### src/rtl/controle_fase_pkg.sv
// Shared definitions for the naval-battle phase controller: phase encodings
// (also used by the display and grid blocks) and default game sizes.
package controle_fase_pkg;

  typedef enum logic [1:0] {
    DESLIGADO = 2'd0,
    POSICIONA = 2'd1,
    ATAQUE    = 2'd2,
    FIM       = 2'd3
  } fase_t;

  localparam int N_NAVIOS_DEF   = 3;
  localparam int MAX_TIROS_DEF  = 8;
  localparam int ALVOS_DEF      = 3;
  localparam int DEB_CICLOS_DEF = 500000;

  // The encoder shows attack symbols both while shooting and once the game is over.
  function automatic logic em_ataque(input fase_t f);
    return (f == ATAQUE) || (f == FIM);
  endfunction

endpackage

### src/rtl/controle_fase_debounce_botao.sv
// Confirm-button conditioning: 2-FF synchronizer, stability counter and a
// single-cycle pulse on the debounced released->pressed edge.
module debounce_botao
  import controle_fase_pkg::*;
#(
  parameter int DEB_CICLOS = DEB_CICLOS_DEF
) (
  input  logic clk,
  input  logic rst_n,
  input  logic btn_n,
  output logic conf
);

  localparam int CW = (DEB_CICLOS > 1) ? $clog2(DEB_CICLOS) : 1;
  localparam logic [CW-1:0] CNT_LIM = CW'(DEB_CICLOS - 1);

  logic          press_m;
  logic          press_s;
  logic          nivel;
  logic [CW-1:0] cnt;

  // Bring the raw button into the clock domain, already inverted so 1 = pressed
  // and the reset value means released.
  always_ff @(posedge clk or negedge rst_n) begin
    if (!rst_n) begin
      press_m <= 1'b0;
      press_s <= 1'b0;
    end else begin
      press_m <= ~btn_n;
      press_s <= press_m;
    end
  end

  // Count consecutive samples that disagree with the accepted level; any agreeing
  // sample restarts the count, and only a press (not a release) emits a pulse.
  always_ff @(posedge clk or negedge rst_n) begin
    if (!rst_n) begin
      cnt   <= '0;
      nivel <= 1'b0;
      conf  <= 1'b0;
    end else begin
      conf <= 1'b0;
      if (press_s == nivel) begin
        cnt <= '0;
      end else if (cnt == CNT_LIM) begin
        cnt   <= '0;
        nivel <= press_s;
        conf  <= press_s;
      end else begin
        cnt <= cnt + CW'(1);
      end
    end
  end

endmodule

### src/rtl/controle_fase.sv
// Game-phase controller: power-switch synchronizer, debounced confirm button,
// phase FSM and the ship/shot/hit counters feeding the state display encoder.
module controle_fase
  import controle_fase_pkg::*;
#(
  parameter int N_NAVIOS   = N_NAVIOS_DEF,
  parameter int MAX_TIROS  = MAX_TIROS_DEF,
  parameter int ALVOS      = ALVOS_DEF,
  parameter int DEB_CICLOS = DEB_CICLOS_DEF
) (
  input  logic                           clk,
  input  logic                           rst_n,
  input  logic                           sw_on,
  input  logic                           btn_conf_n,
  input  logic                           acerto,
  output logic                           ligado,
  output logic                           ataque,
  output logic                           tiro,
  output logic                           fim,
  output logic                           vitoria,
  output logic [$clog2(N_NAVIOS+1)-1:0]  navios,
  output logic [$clog2(MAX_TIROS+1)-1:0] tiros,
  output logic [$clog2(ALVOS+1)-1:0]     acertos
);

  localparam int NW = $clog2(N_NAVIOS + 1);
  localparam int TW = $clog2(MAX_TIROS + 1);
  localparam int AW = $clog2(ALVOS + 1);

  localparam logic [NW-1:0] NAV_FIM = NW'(N_NAVIOS);
  localparam logic [TW-1:0] TIR_FIM = TW'(MAX_TIROS);
  localparam logic [AW-1:0] ALV_FIM = AW'(ALVOS);

  logic on_m;
  logic on_s;
  logic conf;

  fase_t          fase;
  fase_t          fase_n;
  logic [NW-1:0]  navios_n;
  logic [TW-1:0]  tiros_n;
  logic [AW-1:0]  acertos_n;
  logic           vitoria_n;
  logic           tiro_n;
  logic [NW-1:0]  navios_inc;
  logic [TW-1:0]  tiros_inc;

  debounce_botao #(
    .DEB_CICLOS(DEB_CICLOS)
  ) u_debounce (
    .clk  (clk),
    .rst_n(rst_n),
    .btn_n(btn_conf_n),
    .conf (conf)
  );

  // Power switch is asynchronous to the board clock, so resynchronize it.
  always_ff @(posedge clk or negedge rst_n) begin
    if (!rst_n) begin
      on_m <= 1'b0;
      on_s <= 1'b0;
    end else begin
      on_m <= sw_on;
      on_s <= on_m;
    end
  end

  // Phase and counter registers; every value the encoder sees comes from here.
  always_ff @(posedge clk or negedge rst_n) begin
    if (!rst_n) begin
      fase    <= DESLIGADO;
      navios  <= '0;
      tiros   <= '0;
      acertos <= '0;
      vitoria <= 1'b0;
      tiro    <= 1'b0;
    end else begin
      fase    <= fase_n;
      navios  <= navios_n;
      tiros   <= tiros_n;
      acertos <= acertos_n;
      vitoria <= vitoria_n;
      tiro    <= tiro_n;
    end
  end

  // Next phase and counter values; switching off wins over any confirm in the same cycle.
  always_comb begin
    fase_n     = fase;
    navios_n   = navios;
    tiros_n    = tiros;
    acertos_n  = acertos;
    vitoria_n  = vitoria;
    tiro_n     = 1'b0;
    navios_inc = navios + NW'(1);
    tiros_inc  = tiros + TW'(1);

    if (!on_s) begin
      fase_n    = DESLIGADO;
      navios_n  = '0;
      tiros_n   = '0;
      acertos_n = '0;
      vitoria_n = 1'b0;
    end else begin
      case (fase)
        DESLIGADO: fase_n = POSICIONA;
        POSICIONA: begin
          if (conf) begin
            navios_n = navios_inc;
            if (navios_inc == NAV_FIM) fase_n = ATAQUE;
          end
        end
        ATAQUE: begin
          if (conf) begin
            tiro_n  = 1'b1;
            tiros_n = tiros_inc;
            if (acerto) acertos_n = acertos + AW'(1);
            if (acertos_n == ALV_FIM) begin
              fase_n    = FIM;
              vitoria_n = 1'b1;
            end else if (tiros_inc == TIR_FIM) begin
              fase_n    = FIM;
              vitoria_n = 1'b0;
            end
          end
        end
        FIM:     fase_n = FIM;
        default: fase_n = DESLIGADO;
      endcase
    end
  end

  // Encoder-facing status decoded straight from the registered phase.
  always_comb begin
    ligado = (fase != DESLIGADO);
    ataque = em_ataque(fase);
    fim    = (fase == FIM);
  end

endmodule
### config.mk
export PLATFORM = sky130hd
export DESIGN_NAME = controle_fase
export DESIGN_NICKNAME = d
export VERILOG_FILES = /design/src/rtl/controle_fase_pkg.sv /design/src/rtl/controle_fase_debounce_botao.sv /design/src/rtl/controle_fase.sv
export SDC_FILE = /design/constraint.sdc
export NUM_CORES = 1
export LEC_CHECK = 0
export ABC_AREA = 1
export BUFFER_PORTS_ARGS = -buffer_cell sky130_fd_sc_hd__buf_2
export CORE_MARGIN = 1
export CORE_UTILIZATION = 35
export DETAILED_ROUTE_END_ITERATION = 8
export MAX_ROUTING_LAYER = met4
export PLACE_DENSITY = 0.52
export SLEW_MARGIN = 20
export SYNTH_ARGS = -nofsm -noshare
export SYNTH_HDL_FRONTEND = slang
export SYNTH_HIERARCHICAL = 1
export SYNTH_SLANG_ARGS = --single-unit
### constraint.sdc
create_clock -name clk -period 1.2 [get_ports clk]
set_input_delay 0.06 -clock clk [delete_from_list [all_inputs] [get_ports clk]]
set_output_delay 0.06 -clock clk [all_outputs]
set_load 0.005 [all_outputs]
Yosys cells after proc, flatten, opt, wreduce, memory -nomap -nowiden
Cells that the tools add are included.
{"block": "totals", "regBits": 37, "inputBits": 5, "out_inout_bits": 13, "elab_cells": 75}
{"block": "op_classes", "addsub": 4, "n_eq_ne": 16, "muxes": 32, "bitwise_logic": 2, "n_reduce_logical": 8}
{"op": "$mux W19", "n": 2}
{"op": "$mux W2", "n": 16}
{"op": "$add A19 B1 Y19 const B", "n": 1}
{"op": "$eq A19 B19 Y1 const B", "n": 1}
{"op": "$mux W4", "n": 3}
{"op": "$mux W1", "n": 10}
{"op": "$eq A2 B2 Y1 const B", "n": 4}
{"op": "$pmux W2 S4", "n": 1}
{"op": "$ne A2 B1 Y1 const B", "n": 3}
{"op": "$ne A3 B2 Y1 const B", "n": 2}
{"op": "$reduce_and A2 Y1", "n": 3}
{"op": "$add A2 B1 Y2 const B", "n": 2}
{"op": "$add A4 B1 Y4 const B", "n": 1}
{"op": "$eq A4 B4 Y1 const B", "n": 1}
{"op": "$ne A4 B4 Y1 const B", "n": 1}
{"op": "$reduce_and A4 Y1", "n": 1}
{"op": "$ne A3 B1 Y1 const B", "n": 1}
{"op": "$ne A3 B3 Y1 const B", "n": 1}
{"op": "$reduce_and A3 Y1", "n": 1}
{"op": "$eq A2 B1 Y1 const B", "n": 1}
{"op": "$logic_not A2 Y1", "n": 1}
{"op": "$not A1 Y1", "n": 2}
{"op": "$reduce_bool A2 Y1", "n": 1}
{"op": "$eq A1 B1 Y1", "n": 1}
{"op": "$logic_or A1 B1 Y1", "n": 1}

Logic depth before layout (Yosys ltp)
{"block": "depth", "word_depth": 10, "mapped_depth": 10, "depth_no_buf": 10}

Cells and area by module
Netlist, hierarchy kept.
{"module": "debounce_botao", "instances": 1, "cells_per_inst": 150, "area_per_inst_um2": 1227.4, "seq_area_each_um2": 575.6}
{"module": "controle_fase", "instances": 1, "cells_per_inst": 79, "area_per_inst_um2": 709.4, "seq_area_each_um2": 350.3}

Least setup slack after synthesis
No wires, ideal clock.
{"block": "synth_timing", "path_type": "register to register", "startpoint": "register u_debounce.cnt[0]", "endpoint": "register u_debounce.cnt[18]", "arrival_ps": 1129, "t_required_ps": 1081, "path_slack_ps": -48, "path_stages_with_launch": 9, "path_buffers": 0, "path_cell_list": "dfrtp_1 ha_1 nand2_1 nor2_2 nand2_2 nor2_1 nand3_1 nand3_1 nor2_1"}
{"block": "synth_via", "elab_chain_cells": 3, "word_cells_on_any_way": 4}
{"element": "start: declaration", "line_no": "controle_fase_debounce_botao.sv:20", "text": "logic [CW-1:0] cnt;"}
{"element": "start signal: assignment", "line_no": "controle_fase_debounce_botao.sv:50", "text": "cnt <= cnt + CW'(1);"}
{"element": "$add A19 B1 Y19 or $eq A19 B19 Y1 (tied branches)", "line_no": "controle_fase_debounce_botao.sv:50, controle_fase_debounce_botao.sv:45"}
{"element": "$mux W19 *", "line_no": "controle_fase_debounce_botao.sv:45", "text": "end else if (cnt == CNT_LIM) begin"}
{"element": "$mux W19 *", "line_no": "controle_fase_debounce_botao.sv:43", "text": "if (press_s == nivel) begin"}
Mark *: on every way between the ends. The rest lies on a longest branch, timed or not.
A chain may end at the register's enable or synchronous reset.

Worst setup path after layout
{"block": "layout_timing", "startpoint": "register u_debounce.cnt[0]", "endpoint": "register u_debounce.cnt[14]"}
Same word-level chain as after synthesis.

==> summary.txt <==
layout cells sized above 1 = 34.5%
FF+latch area = 928 um^2
Final GP Congestion = 0.810
CTS root buf = clkbuf_8
M1 GR Usage = 19.9%
Cell Count, Final, Fillers Out = 345
final setup vio count = 18
Power Density = 984 mW/mm^2
CTS tree = yes
Worst Setup End Kind = register
Yosys top cell area share = 47.8%
nets@finish = 284
hold slack final = 0.110 ns
Worst IR Drop VDD = 665 uV
Lkg Pwr = 1.18 nW
Yosys cell types = 32
met2 Use GR = 24.1%
gr ovfl total = 0
Worst-Skew Late Latency = 0.29 ns
routed len/inst = 11.1 um
relative slew slack = 76.1%
row count = 26
Yosys warnings = 6
Inserted Clock Buffers = 5
maximum fanout along the worst path = 4
Filler cells = 539
final setup margin = -0.111 ns
via count of the first global-routing pass = 1547
Worst Skew = 0.00616 ns
first-pass GRT wire length = 6960 um
Area contributors post-synth = dfrtp_1 48%, nand2_1 8.1%, nor2_1 6.4%
core area = 0.00520 mm^2
Initial DRT Pass Iterations = 4
IO Port Bufs = 17
status = complete, but fails checks
total number of vias = 1553
DIE AREA = 0.00584 mm^2
Via density = 4.50
Die Height = 76.4 um
fmax = 763 MHz
final worst path period share = 109%
I/O pin count = 18
Max Cap Viol = 0
Worst Path Required = 1.38 ns
largest net degree at the start of global routing = 38
EDFF count, synth = 0
antenna-violating nets left = 0
crit path time final = 1.31 ns
area of the multi-input gates = 950 um^2
Area Overhead vs Synth = 27.6%
Routed WL = 3820 um
Clock transition at path regs = 0.07 ns
Arr. time, crit path = 1.49 ns
most common cell in the netlist = nand2_1
Diodes inserted = 0
clock sink total = 37
violated checks = setup timing
unrepaired setup endpoints after global routing = true
initial antenna violation count = 0
register bit total from synthesis = 37
Initial Util = 37.2%
number of hold violations in the final report = 0
Mapped Nets = 237
Startpoint Class = register
top cells by count, synth = 42 x nand2_1, 37 x dfrtp_1, 33 x nor2_1
post-synthesis sequential area ratio = 47.8%
Syn Area/Cell = 8.46 um^2
Slew Viols, Final = 0
Horiz. Die Dim = 76.4 um
met3 Use GR = 3.71%
Hold WC Path Type = in2reg
DRT iter0 DRCs = 75
cell taking the most area after synthesis = dfrtp_1
dpl cells = 330
Main synth FF type = dfrtp_1
overall routing resource usage = 15.7%
critical path class = reg2reg
H-tree depth = 2
hpwl dp = 2700 um
Cell Area, Synth = 0.00194 mm^2
gr busiest metal = met2
Final Power = 2.43 mW
worst slew pin tran = 0.358 ns
synthesized instance count = 229
DRC = 0
clk buf depth = 2
asr flop ratio synth = 100%
where the power goes:
group	switching [mW]	internal, mW
logic	0.172	0.124
clock network	0.419	0.382
registers	0.0425	1.29
cell families after synthesis:
kind of cell	Yosys count	synth area share (%)
mux	1	0.517
compound gates	22	7.43
simple gates	119	29.8
xor+xnor	9	4.46
buf+inv	38	8.01
fa+ha+maj	3	1.94
flops	37	47.8
cell type report:
class,count,area share [%]
repair buffers,42,11.8
well taps,70,3.54
inverters,36,5.67
multi-input cells,154,38.4
clock inverters,1,0.202
flip-flops and latches,37,37.6
clock buffers,5,2.78
path summary, 6_finish.rpt:
check / from / endpoint / slack, ns / depth (start not counted)
worst max register to register: u_debounce/cnt[0]$_DFF_PN0_ / u_debounce/cnt[14]$_DFF_PN0_ / -0.11 / 7
worst min register to register: u_debounce/press_m$_DFF_PN0_ / u_debounce/press_s$_DFF_PN0_ / 0.35 / 0
min in group asynchronous: rst_n / acertos[0]$_DFFE_PN0P_ / 0.26 / 3
max in group asynchronous: rst_n / u_debounce/cnt[8]$_DFF_PN0_ / 0.74 / 3
worst min-delay path: acerto / vitoria$_DFFE_PN0P_ / 0.11 / 4
worst max-delay path: u_debounce/cnt[0]$_DFF_PN0_ / u_debounce/cnt[14]$_DFF_PN0_ / -0.11 / 7
state kept, by name, summed over array words and instances (netlist names):
name and flops:
u_debounce/nivel 1, acertos 2, tiro 1, navios 2, on_m 1, u_debounce/conf 1
u_debounce/press_m 1, vitoria 1, fase 2, u_debounce/cnt 19, tiros 4, u_debounce/press_s 1
on_s 1
layer usage:
layer  vias to the layer above  wire length [um]  part of all wire (%)
met1                       724              1840                    48
li1                        812                 -                     -
met2                        13              1820                    48
met4                         0                60                   1.6
met3                         4               103                   2.7
met5                         -                 0                     0
metrics by stage:
stage          setup WS (ns)  cell area, um^2  util [%]  TNS [ns]
6_report              -0.111             2470      47.5     -1.05
5_1_grt               -0.228             2470      47.5     -3.16
4_1_cts              -0.0907             2400      46.0    -0.672
3_5_place_dp          -0.129             2240      43.1     -1.31
3_3_place_gp          -0.105             2240      43.1    -0.969
2_1_floorplan       -0.00195             1950         -  -0.00195
worst max-delay path, cell delays in order, from the launching register on:
cell	delay [ns]
dfrtp_1	0.39
ha_4	0.16
nand2_4	0.07
buf_4	0.15
nor3b_4	0.22
nand3_1	0.11
nand2_1	0.07
nor2_1	0.03
cell usage in the layout, fill, tap and decap left out, drive strengths merged, types with 5 or more instances in the layout:
master / instances
nand2: 48
inv: 35
nor2: 40
xor2: 7
nand3: 21
clkbuf: 5
o21ai: 14
buf: 39
dfrtp: 37
what timing repair did:
item | in CTS | in global routing
hold buffers | 3 | 0
endpoints found under the hold margin | 39 | 0
endpoints found under the setup margin | 19 | 22
pin swaps | 5 | 7
setup buffers | 2 | 4
gates resized for setup | 8 | 13
No activity file was read; power rests on OpenSTA's default activity.
